File: config.mk
export PLATFORM = sky130hd
export DESIGN_NAME = imem_loader
export DESIGN_NICKNAME = d
export VERILOG_FILES = /design/src/rtl/imem_pkg.sv /design/src/rtl/imem_loader_packer.sv /design/src/rtl/imem_loader.sv
export SDC_FILE = /design/constraint.sdc
export NUM_CORES = 1
export LEC_CHECK = 0
export BUFFER_PORTS_ARGS = -buffer_cell sky130_fd_sc_hd__buf_2
export CAP_MARGIN = 30
export CORE_MARGIN = 2
export CORE_UTILIZATION = 44
export CTS_CLUSTER_DIAMETER = 80
export DETAILED_ROUTE_END_ITERATION = 12
export SYNTH_ARGS = -nofsm -noshare
export SYNTH_HDL_FRONTEND = slang
export SYNTH_HIERARCHICAL = 1
export SYNTH_SLANG_ARGS = --single-unit
File: constraint.sdc
create_clock -name clk -period 2.55 [get_ports clk]
set_clock_uncertainty 0.1 [all_clocks]
set_input_delay 0.1275 -clock clk [delete_from_list [all_inputs] [get_ports clk]]
set_output_delay 0.1275 -clock clk [all_outputs]
set_load 0.1 [all_outputs]
File: src/rtl/imem_pkg.sv
// Constants and types shared by the instruction-memory loader and the fetch stage.
package imem_pkg;

  localparam int unsigned IMEM_ADDR_W = 8;
  localparam int unsigned IMEM_WORDS  = 1 << IMEM_ADDR_W;

  localparam int unsigned LEN_W  = 16;
  localparam int unsigned BYTE_W = 8;
  localparam int unsigned WORD_W = 32;

  typedef enum logic [2:0] {
    StIdle,
    StLenLo,
    StLenHi,
    StData,
    StCsum,
    StDone,
    StErr
  } state_e;

endpackage

File: src/rtl/imem_loader_packer.sv
// Packs an accepted byte stream into little-endian 32-bit words; emits a one-cycle
// word_valid on the cycle after the fourth byte of each word.
module imem_loader_packer
  import imem_pkg::*;
(
  input  logic              clk,
  input  logic              rst_n,
  input  logic              clear,
  input  logic              byte_valid,
  input  logic [BYTE_W-1:0] byte_data,
  output logic              last_lane,
  output logic              word_valid,
  output logic [WORD_W-1:0] word
);

  logic [1:0]        lane_q;
  logic [WORD_W-1:0] sr_q;
  logic              word_valid_q;

  // Bytes shift in from the top so the first byte of a word ends up in bits 7:0.
  always_ff @(posedge clk or negedge rst_n) begin
    if (!rst_n) begin
      lane_q       <= 2'd0;
      sr_q         <= '0;
      word_valid_q <= 1'b0;
    end else begin
      word_valid_q <= 1'b0;
      if (clear) begin
        lane_q <= 2'd0;
      end else if (byte_valid) begin
        sr_q         <= {byte_data, sr_q[WORD_W-1:BYTE_W]};
        lane_q       <= lane_q + 2'd1;
        word_valid_q <= (lane_q == 2'd3);
      end
    end
  end

  assign last_lane  = (lane_q == 2'd3);
  assign word_valid = word_valid_q;
  assign word       = sr_q;

endmodule

File: src/rtl/imem_loader.sv
// Loads a length-prefixed, XOR-checksummed program image into instruction memory and
// holds the CPU in reset until a complete image has been verified.
module imem_loader
  import imem_pkg::*;
#(
  parameter int unsigned ADDR_W        = IMEM_ADDR_W,
  parameter bit          HOLD_AT_RESET = 1'b1
) (
  input  logic              clk,
  input  logic              rst_n,
  input  logic              start,
  input  logic              in_valid,
  input  logic [BYTE_W-1:0] in_data,
  output logic              in_ready,
  output logic              imem_we,
  output logic [ADDR_W-1:0] imem_waddr,
  output logic [WORD_W-1:0] imem_wdata,
  output logic              cpu_hold,
  output logic              busy,
  output logic              done,
  output logic              err
);

  localparam logic [LEN_W:0] MaxLen = {{LEN_W{1'b0}}, 1'b1} << ADDR_W;

  state_e             state_q;
  logic [BYTE_W-1:0]  len_lo_q;
  logic [LEN_W-1:0]   remaining_q;
  logic [BYTE_W-1:0]  csum_q;
  logic [ADDR_W-1:0]  word_idx_q;
  logic               in_ready_q;
  logic               busy_q;
  logic               done_q;
  logic               err_q;
  logic               hold_q;

  logic               accept;
  logic               pack_valid;
  logic               pack_clear;
  logic               last_lane;
  logic               word_valid;
  logic [WORD_W-1:0]  word;
  logic [LEN_W-1:0]   len_full;

  assign accept     = in_valid && in_ready_q;
  assign pack_valid = accept && (state_q == StData);
  assign pack_clear = start && !busy_q;
  assign len_full   = {in_data, len_lo_q};

  imem_loader_packer u_packer (
    .clk        (clk),
    .rst_n      (rst_n),
    .clear      (pack_clear),
    .byte_valid (pack_valid),
    .byte_data  (in_data),
    .last_lane  (last_lane),
    .word_valid (word_valid),
    .word       (word)
  );

  always_ff @(posedge clk or negedge rst_n) begin
    if (!rst_n) begin
      state_q     <= StIdle;
      len_lo_q    <= '0;
      remaining_q <= '0;
      csum_q      <= '0;
      word_idx_q  <= '0;
      in_ready_q  <= 1'b0;
      busy_q      <= 1'b0;
      done_q      <= 1'b0;
      err_q       <= 1'b0;
      hold_q      <= HOLD_AT_RESET;
    end else begin
      // The write of the final word lands during StCsum, so advance independently of state.
      if (word_valid) begin
        word_idx_q <= word_idx_q + 1'b1;
      end
      unique case (state_q)
        StIdle, StDone, StErr: begin
          if (start) begin
            state_q    <= StLenLo;
            csum_q     <= '0;
            word_idx_q <= '0;
            in_ready_q <= 1'b1;
            busy_q     <= 1'b1;
            done_q     <= 1'b0;
            err_q      <= 1'b0;
            hold_q     <= 1'b1;
          end
        end
        StLenLo: begin
          if (accept) begin
            len_lo_q <= in_data;
            state_q  <= StLenHi;
          end
        end
        StLenHi: begin
          if (accept) begin
            remaining_q <= len_full;
            if ({1'b0, len_full} > MaxLen) begin
              state_q    <= StErr;
              in_ready_q <= 1'b0;
              busy_q     <= 1'b0;
              err_q      <= 1'b1;
            end else if (len_full == '0) begin
              state_q <= StCsum;
            end else begin
              state_q <= StData;
            end
          end
        end
        StData: begin
          if (accept) begin
            csum_q <= csum_q ^ in_data;
            if (last_lane) begin
              remaining_q <= remaining_q - 1'b1;
              if (remaining_q == {{(LEN_W-1){1'b0}}, 1'b1}) begin
                state_q <= StCsum;
              end
            end
          end
        end
        StCsum: begin
          if (accept) begin
            in_ready_q <= 1'b0;
            busy_q     <= 1'b0;
            if (in_data == csum_q) begin
              state_q <= StDone;
              done_q  <= 1'b1;
              hold_q  <= 1'b0;
            end else begin
              state_q <= StErr;
              err_q   <= 1'b1;
            end
          end
        end
        default: begin
          state_q    <= StIdle;
          in_ready_q <= 1'b0;
          busy_q     <= 1'b0;
        end
      endcase
    end
  end

  assign in_ready   = in_ready_q;
  assign imem_we    = word_valid;
  assign imem_waddr = word_idx_q;
  assign imem_wdata = word;
  assign cpu_hold   = hold_q;
  assign busy       = busy_q;
  assign done       = done_q;
  assign err        = err_q;

endmodule

==> qor.txt <==
ANT cells: 0
Hold_buf cts: 5
Core area: 0.009196 mm2
Slew HR: 0.5656
Pre-Repair DR Iteration Count: 4
Max Cap Viol: 0
Setup ws final: 199.7 ps
Vias in the first global route: 2960
YS warnings: 6
CP top delay family: simple AND/OR/NAND/NOR gates
Unrepaired setup endpoints after global routing: false
Via density: 5.496
Synth Area per Inst: 10.86 um2
Max-slew violations: 0
Buf/Inv on CP: 0
Outcome: finished, final reports clean
Remaining global-route overflow: 0
DRT iter0 DRCs: 163
CTS root buf: clkbuf_8
Die Wd: 101.3 um
Die footprint: 0.01027 mm2
Post-DP HPWL: 6.071 mm
Final Hold Fails: 0
Number of CTS-inserted buffers: 9
Sink Count: 82
Most used cell, CP: or4_4
Synth Instances: 384
Pre-CTS setup slack: 223.7 ps
Total negative slack: 0 ps
Required time worst endpoint: 2730 ps
Via count: 3105
Post-CTS Resized: 0
Period minus WS final: 2350 ps
First-pass GRT wire length: 14.81 mm
Post-synthesis sequential area ratio: 0.4925
Synth Net Count: 400
Worst slew pin tran: 651.6 ps
Fin nets: 466
Async set-or-reset flop fraction in the synthesized netlist: 1.000
Yosys reg bits: 82
Worst path cell trace: or4_4 > or3b_4 > or4_4 > a21oi_2 > a2bb2oi_1
GP Congestion: 0.8115
Routed WL: 8.916 mm
Routed Antenna Nets: 0
Share of layout cells above drive strength 1: 0.2930
Largest net degree at the start of global routing: 51
Post-synth EDFFs: 0
Die height: 101.3 um
Clock latency on the worst-skew pair: 360 ps
# DRC: 0
Max clock buf depth: 2
Slowest-stage cell, CP: or4_4
Initial Util: 0.4533
Drt wl/cell: 15.78 um
Final Cycle Share: 0.9217
Setup bufs post-CTS: 0
Crit path max fanout: 5
Crit Path Category: reg -> reg
Final setup viols: 0
I/O pins: 58
Cell Area, Synth: 0.004169 mm2
Slowest cell delay on critical path: 590 ps
Maximum clock frequency: 425.5 MHz
# H-tree levels: 3
DP Cell Count: 544
WP data arrival: 2530 ps
Syn-to-layout area delta: 16.90%
Row cnt: 35
Commonest register cell after synthesis: dfrtp_1
Fin cells: 565
Worst setup SP type: register
Initial antenna violation count: 0
Library cells used by synthesis: 49
CTS tree: built
Tightest Hold Check Type: in -> reg
Reg clk slew, reported paths: 90 ps
All-layer global routing usage: 0.1837
Crit. End Element: register
Port Buffers: 57
area by class of cell:
cell class                      instances  area [um2]
Inverter                                7       26.28
Tap cell                              111       138.9
Clock buffer                            9       123.9
Fill cell                             801        4323
Clock inverter                          6       115.1
Timing Repair Buffer                   75       462.9
Sequential cell                        82        2054
Multi-Input combinational cell        275        1952
cell usage in the layout, fill, tap and decap left out, types with 3 or more instances in the layout:
| cell | synthesis | routed |
|---|---|---|
| dfrtp_1 | 81 | 80 |
| buf_2 | 2 | 56 |
| nor2_1 | 38 | 38 |
| o21ai_0 | 34 | 34 |
| mux2_4 | 29 | 29 |
| nand2_1 | 27 | 27 |
| a21oi_1 | 19 | 19 |
| mux2_2 | 12 | 12 |
| xnor2_1 | 11 | 11 |
| buf_4 | 1 | 11 |
| nand4_1 | 10 | 10 |
| nand3_1 | 10 | 10 |
| clkbuf_8 | 0 | 9 |
| or3_1 | 8 | 8 |
| nor3_1 | 8 | 8 |
| inv_1 | 7 | 7 |
| nor4_1 | 7 | 7 |
| xor2_1 | 6 | 6 |
| dlygate4sd3_1 | 0 | 6 |
| o22ai_1 | 4 | 4 |
| o2bb2ai_1 | 4 | 4 |
| ha_1 | 4 | 4 |
| mux2i_1 | 3 | 3 |
| and2_1 | 3 | 3 |
| and3_1 | 3 | 3 |
| a2bb2oi_1 | 3 | 3 |
| o211ai_1 | 3 | 3 |
| bufinv_16 | 0 | 3 |
layer usage:
layer | GRT usage | part of all wire
met1 | 0.2590 | 0.48
met2 | 0.2715 | 0.47
met4 | 0.07588 | 0.010
met3 | 0.04486 | 0.043
met5 | 0 | 0
worst register-to-register path: cells and delay by family (launching register included):
| kind | cells | cell delay [ps] |
|---|---|---|
| simple gates | 3 | 1450 |
| flops | 1 | 420 |
| compound gates | 2 | 300 |
worst paths after layout:
path,startpoint,to,slack [ps],depth (start not counted)
max in group asynchronous,rst_n,csum_q[6]$_DFFE_PN0P_,1500,3
hold / removal,in_data[7],csum_q[7]$_DFFE_PN0P_,10,3
hold reg to reg,err$_DFFE_PN0P_,err$_DFFE_PN0P_,390,1
setup / recovery,remaining_q[2]$_DFFE_PN0P_,remaining_q[13]$_DFFE_PN0P_,200,5
min in group asynchronous,rst_n,u_packer/word[15]$_DFFE_PN0P_,230,2
setup reg to reg,remaining_q[2]$_DFFE_PN0P_,remaining_q[13]$_DFFE_PN0P_,200,5
registers in the layout, summed over array words and instances, names as in the netlist, 2 cells and up:
register         flops
remaining_q         16
csum_q               8
imem_waddr           8
len_lo_q             8
u_packer/word       32
u_packer/lane_q      2
state_q              3
kinds of logic after synthesis:
| logic type | share of synthesized area |
|---|---|
| and+or+nand+nor | 0.1501 |
| AOI/OAI and AO/OA | 0.1215 |
| DFF | 0.4925 |
| muxes | 0.1441 |
| buffers and inverters | 0.03932 |
| xor gates and xnor gates | 0.03571 |
| adders and majority gates | 0.01681 |
through the flow:
step / hold WS [ps] / util / instance area [um2]
detailed placement: 103.0 / 0.4974 / 4574
floorplan: -268.1 / - / 4170
finish: 14.44 / 0.5299 / 4873
CTS: 0.06273 / 0.5288 / 4863
global placement: 97.63 / 0.4974 / 4574
global route: 15.74 / 0.5299 / 4873
synth_stat cells (4+ instances only):
library cell  instances  area share
mux2_2               12       0.032
nor2_1               38       0.034
dfrtp_1              81        0.49
a21oi_1              19       0.023
clkbuf_1             13       0.012
nor3_1                8      0.0096
nand2_1              27       0.024
mux2_4               29        0.10
xnor2_1              11       0.023
o22ai_1               4      0.0060
ha_1                  4       0.012
nor4_1                7       0.011
nand3_1              10       0.012
inv_1                 7      0.0063
o2bb2ai_1             4      0.0084
xor2_1                6       0.013
o21ai_0              34       0.041
or3_1                 8       0.012
nand4_1              10       0.015
Power is left out: the tool's default activity adds up to more than one toggle a clock period on the data nets, which glitch-free logic cannot reach.
